**src/rtl/sound_event_scheduler.sv**
```systemverilog
`timescale 1ns/1ps
// -----------------------------------------------------------------------------
// sound_event_scheduler
//
// Purpose:
//   Shares one speaker pin between four game sound events: two paddle hits
//   (hit1, hit2) and two lost points (miss1, miss2).
//   - One-shot requests are latched into pending bits.
//   - A fixed-priority arbiter grants one source at a time
//     (miss1 > miss2 > hit1 > hit2).
//   - Each grant plays one square-wave tone of a source-specific pitch and
//     length, followed by a fixed silent gap.
//   - There is no preemption: a higher-priority request waits for the current
//     tone and its gap to finish.
//
// Ports:
//   Clock      in   1  system clock
//   Reset      in   1  asynchronous active-low reset
//   hit1       in   1  request pulse, paddle 1 hit
//   hit2       in   1  request pulse, paddle 2 hit
//   miss1      in   1  request pulse, player 1 lost a point
//   miss2      in   1  request pulse, player 2 lost a point
//   mute       in   1  1 = silence output and discard all requests
//   Speaker    out  1  square-wave tone output
//   busy       out  1  1 while a tone or its trailing gap is in progress
//   playing_id out  2  current/last grant: 0=miss1 1=miss2 2=hit1 3=hit2
// -----------------------------------------------------------------------------
module sound_event_scheduler #(
  parameter int unsigned HIT1_HALF = 56818,
  parameter int unsigned HIT2_HALF = 75843,
  parameter int unsigned MISS_HALF = 227272,
  parameter int unsigned HIT_DUR   = 10000000,
  parameter int unsigned MISS_DUR  = 50000000,
  parameter int unsigned GAP       = 2000000
) (
  input  logic       Clock,
  input  logic       Reset,
  input  logic       hit1,
  input  logic       hit2,
  input  logic       miss1,
  input  logic       miss2,
  input  logic       mute,
  output logic       Speaker,
  output logic       busy,
  output logic [1:0] playing_id
);

  typedef enum logic [1:0] {
    ST_IDLE = 2'd0,
    ST_TONE = 2'd1,
    ST_GAP  = 2'd2
  } state_t;

  // Counters are loaded with (value - 1) so that a count of 0 marks the last
  // cycle of the interval.
  localparam logic [25:0] HIT1_HALF_M1 = 26'(HIT1_HALF - 1);
  localparam logic [25:0] HIT2_HALF_M1 = 26'(HIT2_HALF - 1);
  localparam logic [25:0] MISS_HALF_M1 = 26'(MISS_HALF - 1);
  localparam logic [25:0] HIT_DUR_M1   = 26'(HIT_DUR - 1);
  localparam logic [25:0] MISS_DUR_M1  = 26'(MISS_DUR - 1);
  localparam logic [25:0] GAP_M1       = 26'(GAP - 1);

  // Source index doubles as priority rank: lower index wins.
  function automatic logic [25:0] half_reload(input logic [1:0] id);
    logic [25:0] r;
    case (id)
      2'd2:    r = HIT1_HALF_M1;
      2'd3:    r = HIT2_HALF_M1;
      default: r = MISS_HALF_M1;
    endcase
    return r;
  endfunction

  function automatic logic [25:0] dur_reload(input logic [1:0] id);
    logic [25:0] r;
    if (id[1]) r = HIT_DUR_M1;
    else       r = MISS_DUR_M1;
    return r;
  endfunction

  state_t      state_q, state_d;
  logic [3:0]  pending_q, pending_d;
  logic [25:0] half_cnt_q, half_cnt_d;
  logic [25:0] dur_cnt_q, dur_cnt_d;
  logic [25:0] gap_cnt_q, gap_cnt_d;
  logic        speaker_q, speaker_d;
  logic        busy_q, busy_d;
  logic [1:0]  id_q, id_d;

  logic [3:0]  req;
  logic [1:0]  win_id;
  logic [3:0]  grant_clr;

  assign req = {hit2, hit1, miss2, miss1};

  // Fixed-priority pick over the registered pending bits only, so a pulse
  // becomes eligible one edge after it is captured.
  always_comb begin
    win_id = 2'd3;
    if      (pending_q[0]) win_id = 2'd0;
    else if (pending_q[1]) win_id = 2'd1;
    else if (pending_q[2]) win_id = 2'd2;
  end

  always_ff @(posedge Clock or negedge Reset) begin
    if (!Reset) begin
      state_q    <= ST_IDLE;
      pending_q  <= 4'b0;
      half_cnt_q <= 26'd0;
      dur_cnt_q  <= 26'd0;
      gap_cnt_q  <= 26'd0;
      speaker_q  <= 1'b0;
      busy_q     <= 1'b0;
      id_q       <= 2'd0;
    end else begin
      state_q    <= state_d;
      pending_q  <= pending_d;
      half_cnt_q <= half_cnt_d;
      dur_cnt_q  <= dur_cnt_d;
      gap_cnt_q  <= gap_cnt_d;
      speaker_q  <= speaker_d;
      busy_q     <= busy_d;
      id_q       <= id_d;
    end
  end

  always_comb begin
    state_d    = state_q;
    pending_d  = pending_q;
    half_cnt_d = half_cnt_q;
    dur_cnt_d  = dur_cnt_q;
    gap_cnt_d  = gap_cnt_q;
    speaker_d  = speaker_q;
    busy_d     = busy_q;
    id_d       = id_q;
    grant_clr  = 4'b0;

    if (mute) begin
      // Mute drops everything, including requests arriving this cycle;
      // playing_id intentionally keeps the last grant.
      state_d   = ST_IDLE;
      speaker_d = 1'b0;
      busy_d    = 1'b0;
      pending_d = 4'b0;
    end else begin
      case (state_q)
        ST_IDLE: begin
          if (pending_q != 4'b0) begin
            grant_clr  = 4'b0001 << win_id;
            id_d       = win_id;
            half_cnt_d = half_reload(win_id);
            dur_cnt_d  = dur_reload(win_id);
            busy_d     = 1'b1;
            speaker_d  = 1'b0;
            state_d    = ST_TONE;
          end
        end
        ST_TONE: begin
          if (dur_cnt_q == 26'd0) begin
            // Last tone cycle: force silence even if a toggle was due.
            speaker_d = 1'b0;
            gap_cnt_d = GAP_M1;
            state_d   = ST_GAP;
          end else begin
            dur_cnt_d = dur_cnt_q - 26'd1;
            if (half_cnt_q == 26'd0) begin
              half_cnt_d = half_reload(id_q);
              speaker_d  = ~speaker_q;
            end else begin
              half_cnt_d = half_cnt_q - 26'd1;
            end
          end
        end
        ST_GAP: begin
          speaker_d = 1'b0;
          if (gap_cnt_q == 26'd0) begin
            busy_d  = 1'b0;
            state_d = ST_IDLE;
          end else begin
            gap_cnt_d = gap_cnt_q - 26'd1;
          end
        end
        default: begin
          state_d   = ST_IDLE;
          speaker_d = 1'b0;
          busy_d    = 1'b0;
        end
      endcase
      // Capture after clearing the granted bit: a new pulse on the winner in
      // the same cycle survives and queues a replay.
      pending_d = (pending_q & ~grant_clr) | req;
    end
  end

  assign Speaker    = speaker_q;
  assign busy       = busy_q;
  assign playing_id = id_q;

endmodule

```
**config.mk**
```make
export PLATFORM = sky130hd
export DESIGN_NAME = sound_event_scheduler
export DESIGN_NICKNAME = d
export VERILOG_FILES = /design/src/rtl/sound_event_scheduler.sv
export SDC_FILE = /design/constraint.sdc
export NUM_CORES = 1
export LEC_CHECK = 0
export BUFFER_PORTS_ARGS = -buffer_cell sky130_fd_sc_hd__buf_2
export CAP_MARGIN = 0
export CORE_MARGIN = 2
export CORE_UTILIZATION = 60
export CTS_BUF_LIST = sky130_fd_sc_hd__clkbuf_8
export DETAILED_ROUTE_END_ITERATION = 8
export PLACE_DENSITY_LB_ADDON = 0.08
export SKIP_CTS_REPAIR_TIMING = 1
export SLEW_MARGIN = 30
export SYNTH_ARGS = -nofsm -noshare
export SYNTH_HDL_FRONTEND = slang
export SYNTH_SLANG_ARGS = --single-unit
export TNS_END_PERCENT = 10
```
**constraint.sdc**
```tcl
create_clock -name Clock -period 2.89 [get_ports Clock]
set_input_delay 0.578 -clock Clock [delete_from_list [all_inputs] [get_ports Clock]]
set_output_delay 0.578 -clock Clock [all_outputs]
set_load 0.01 [all_outputs]
```
# Yosys cells after proc, flatten, opt, wreduce, memory -nomap -nowiden
# Index checks and enable logic that the tools add are counted.
# word_totals
elab_cells	79
ram_bits	0
output_inout_bits	4
latchBits	0
register_bits	88
mem_count	0
mem_bits_ro	0
in_bits	7
# op_classes
muxes	34
n_mul	0
addsub	3
eq_ne	15
shift	1
n_lt_le_gt_ge	0
bitwise	5
n_reduce_logical	13
n_div	0
# op_table
operator	count
$mux W26	8
$pmux W26 S2	3
$logic_not A26 Y1	3
$sub A26 B1 Y26 const B	3
$pmux W18 S2	2
$mux W4	4
$mux W2	6
$eq A2 B2 Y1 const B	5
$ne A2 B2 Y1 const B	5
$ne A3 B3 Y1 const B	3
$reduce_and A3 Y1	3
$mux W1	8
$reduce_and A4 Y1	2
$pmux W2 S3	1
$and A4 B4 Y4	1
$ne A4 B4 Y1 const B	1
$not A4 Y4	1
$or A4 B4 Y4	1
$reduce_bool A2 Y1	2
$reduce_bool A4 Y1	1
$shl A1 B2 Y4 const A	1
$pmux W1 S3	1
$eq A2 B1 Y1 const B	1
$logic_not A2 Y1	1
3 further kinds	4

# Depth between registers and ports, before layout
# logic_depth
ltp_word	11
depth_mapped	9
ltp_nobuf	7

# Worst setup path after synthesis
# Ideal clock, no wire load.
# synth_path
kind	reg2reg
start	reg dur_cnt_q[21]
end	reg dur_cnt_q[10]
period_less_slack_ns	2.462
setup_time_ns	0.121
arrival_ns	2.341
stages_incl_launch_ff	9
path_slack_ns	0.428
t_required_ns	2.769
path_buffers	2
path_cell_list	dfrtp_1 > or4_4 > or4_4 > buf_6 > o31ai_4 > inv_2 > buf_6 > o21a_1 > o22a_1
# synth_between
elab_chain_cells	3
# synth_rtl
element	line	source
start: declaration	84	logic [25:0] dur_cnt_q, dur_cnt_d;
start signal: assignment	119	dur_cnt_q <= dur_cnt_d;
$logic_not A26 Y1	159	if (dur_cnt_q == 26'd0) begin
$ne A2 B2 Y1 (no source line)	-	
$reduce_and A4 Y1 (no source line)	-	
# Every way passes these cells.
# A chain may end at the register's enable or synchronous reset.

# Worst setup path after layout
# layout_path
start	reg dur_cnt_q[21]
end	reg dur_cnt_q[23]
# layout_between
elab_chain_cells	3
elab_cells_between_ends	6
# layout_rtl
element	line
$sub A26 B1 Y26 or $logic_not A26 Y1 (tied branches)	165, 159
$mux W26 or $ne A2 B2 Y1 (tied branches)	-
$pmux W26 S2 or $reduce_and A4 Y1 (tied branches)	-
# Several ways; a longest one is shown, not always the timed one. The select of a mux whose other input is x is not followed.

==> key figures <==
Status
  – Outcome: complete, no violations

Synthesis
  – Syn Inst Count: 570
  – Dominant synthesized flop cell: dfrtp_1
  – EDFF count, synth: 0
  – Top post-synthesis cells by area: dfrtp_1 (43%), a21oi_1 (4.2%), nor2_1 (4.2%)
  – Top-count cell post-synth: dfrtp_1
  – Register area share after synthesis: 43.2%
  – Synth top cells by count: dfrtp_1 (88), nor2_1 (57), a21oi_1 (43), nand2_1 (32), o21ai_0 (28)
  – Netlist cell types: 63
  – Cell Area, Synth: 5100 µm²
  – Ys Warns: 0
  – Post-Syn Nets: 580
  – Yosys top cell area share: 43.2%
  – Cell taking the most area after synthesis: dfrtp_1
  – Synth async-reset ratio: 100%
  – Avg Cell Area, Syn: 8.95 µm²
  – Synth Register Bits: 88

STA
  – Crit share post-route: 91.3%
  – Hold Vio Cnt, Final: 0
  – Fmax: 379 MHz
  – Max-slew headroom: 50.0%
  – Post-layout min period: 2.64 ns
  – Fin. max-slew vios: 0
  – Setup violators final: 0
  – Setup_tns: 0 ns
  – Worst Skew: 0.0117 ns
  – RSZ-0062 raised after global routing: false
  – Worst-Margin Slew: 0.750 ns

Global routing
  – Grt total ovfl: 0
  – Global-route usage over all layers: 29.6%
  – Global-route wire length before repair: 21,400 µm
  – Initial antenna violation count: 0
  – Largest net degree at the start of global routing: 36
  – Vias in the first global route: 4,378

CTS
  – CTS tree: built
  – Clk_lat worst skew: 0.36 ns
  – Clock slew at reported path FFs: 0.09 ns
  – TritonCTS buffer count: 9
  – Root buffer cell: clkbuf_8
  – Clk buf depth: 2
  – # H-tree levels: 3
  – Clock sink count: 88

Pwr
  – Internal power: 2110 µW
  – Sw Ratio: 30.0%
  – Power share of the clock group: 33.6%
  – Sw power: 904 µW
  – LEAKAGE: 0.00227 µW
  – Power Density: 544 nW/µm²
  – Gate power share: 17.4%
  – Max VDD drop: 0.000362 V
  – Sequential power share: 48.9%

Run
  – Max cap viols: 0

Layout
  – Layout area overhead: 8.58%
  – Fill cell count: 676
  – Final Util: 67.4%
  – Antenna fix cells: 0
  – Layout Nets: 596
  – Ratio of cells with drive above 1 in the final layout: 9.66%

Setup path
  – Crit path launch type: flip-flop
  – Crit end category: flip-flop
  – RR Endpoint: dur_cnt_q[23]$_DFFE_PN0P_
  – FF-to-FF Start: dur_cnt_q[21]$_DFFE_PN0P_
  – R2R Setup Slk: 0.25 ns
  – Largest fanout on the critical path: 27
  – Cells on worst reg2reg path: 6
  – Crit path kind: flip-flop to flip-flop
  – Data arrival time of the critical path: 2.84 ns
  – Data required, critical path: 3.09 ns

Drt
  – Drt first pass iters: 5
  – Final ANT Viol Nets: 0
  – 1st-iter DRT viols: 367
  – Final WL: 12,600 µm
  – Via Count: 4,639
  – Drc violations: 0
  – Post-DR wirelength/cell: 18.1 µm
  – Via density: 6.67

Placement
  – HPWL Detailed: 8770 µm
  – GP Congestion: 0.929
  – Buffers added on ports: 10

Floorplanning
  – # IOs: 11
  – Std-Cell Rows: 33
  – Die area: 9260 µm²
  – Die Y: 96.2 µm
  – Core area: 8220 µm²
  – Die extent in x: 96.2 µm
  – Starting Density: 62.1%

Min path
  – Worst Hold Class: input port to async pin
power by group through the flow:
stage | Combinational, µW | Sequential, µW | Clock [µW]
2_1_floorplan | 366 | 1460 | 0
3_3_place_gp | 502 | 1490 | 0
3_5_place_dp | 519 | 1490 | 0
4_1_cts | 522 | 1470 | 1030
5_1_grt | 590 | 1500 | 1080
6_report | 525 | 1480 | 1010
sequential cells by signal (all words and copies together), names as in the netlist:
| register | cells |
|---|---|
| dur_cnt_q | 26 |
| state_q | 2 |
| half_cnt_q | 26 |
| pending_q | 4 |
| playing_id | 2 |
| gap_cnt_q | 26 |
| busy | 1 |
| Speaker | 1 |
routing by layer:
metal	vias to the layer above	GRT usage [%]	part of all wire, %
met5	-	0	0
met4	0	7.02	1.2
met3	17	6.66	7.2
met2	166	44.4	45
met1	2271	43.4	46
li1	2185	-	-
critical path, stage by stage (launching register included):
cell and delay, ns:
dfrtp_1 0.43, or4_4 0.53, or4_4 0.56, o31ai_4 0.34, inv_2 0.26, a31oi_1 0.26
o21ai_1 0.11
through the flow:
stage	total power (µW)	worst slack [ns]	std cells	hold WS (ns)	area, µm²
5_1_grt	3160	0.113	695	0.193	5540
3_3_place_gp	1990	0.363	680	0.475	5310
6_report	3020	0.250	695	0.167	5540
2_1_floorplan	1830	0.428	570	0.282	5100
3_5_place_dp	2010	0.295	680	0.485	5310
4_1_cts	3020	0.277	695	0.176	5540
how the worst max path moves through the flow:
stage | from | to | slack, ns | cells after the start
2_1_floorplan | dur_cnt_q[21]$_DFFE_PN0P_ | dur_cnt_q[10]$_DFFE_PN0P_ | 0.43 | 8
3_3_place_gp | dur_cnt_q[21]$_DFFE_PN0P_ | dur_cnt_q[23]$_DFFE_PN0P_ | 0.36 | 6
3_5_place_dp | dur_cnt_q[21]$_DFFE_PN0P_ | dur_cnt_q[23]$_DFFE_PN0P_ | 0.30 | 6
4_1_cts | dur_cnt_q[21]$_DFFE_PN0P_ | dur_cnt_q[23]$_DFFE_PN0P_ | 0.28 | 6
5_1_grt | dur_cnt_q[20]$_DFFE_PN0P_ | dur_cnt_q[23]$_DFFE_PN0P_ | 0.11 | 6
6_report | dur_cnt_q[21]$_DFFE_PN0P_ | dur_cnt_q[23]$_DFFE_PN0P_ | 0.25 | 6
cell type report:
| cell class | instances | area (µm²) | area share, % |
|---|---|---|---|
| multi-input combinational | 438 | 2670 | 48.3 |
| sequential | 88 | 2200 | 39.8 |
| timing repair buffer | 33 | 238 | 4.29 |
| tap | 105 | 131 | 2.37 |
| clock buffer | 9 | 124 | 2.24 |
| clock inverter | 6 | 110 | 1.99 |
| inverter | 16 | 60.1 | 1.08 |
cell usage in the layout, fill, tap and decap left out, drive strengths merged, types with 5 or more instances in the layout:
| cell | n |
|---|---|
| buf | 33 |
| xnor2 | 8 |
| nor3 | 27 |
| dfrtp | 88 |
| nand3 | 25 |
| o31ai | 11 |
| or3 | 16 |
| or4 | 14 |
| o22a | 9 |
| a31oi | 16 |
| o21ai | 34 |
| nand2b | 5 |
| nand3b | 8 |
| nand4b | 5 |
| clkbuf | 9 |
| a21oi | 43 |
| and3 | 10 |
| nor2 | 57 |
| nand2 | 32 |
| nor4 | 20 |
| nand4 | 12 |
| xor2 | 12 |
| and2 | 7 |
| o211ai | 5 |
| inv | 17 |
| o2bb2ai | 5 |
cell families after synthesis:
family / count (synthesis) / share of synthesized area (%)
adder cells (fa/ha/maj): 3 / 0.736
flip-flops: 88 / 43.2
multiplexers: 3 / 0.589
AND/OR/NAND/NOR: 256 / 27.6
buffers and inverters: 44 / 4.41
AO/OA/AOI/OAI: 156 / 20.1
XOR/XNOR: 20 / 3.43
Power figures use the tool's default switching activity.
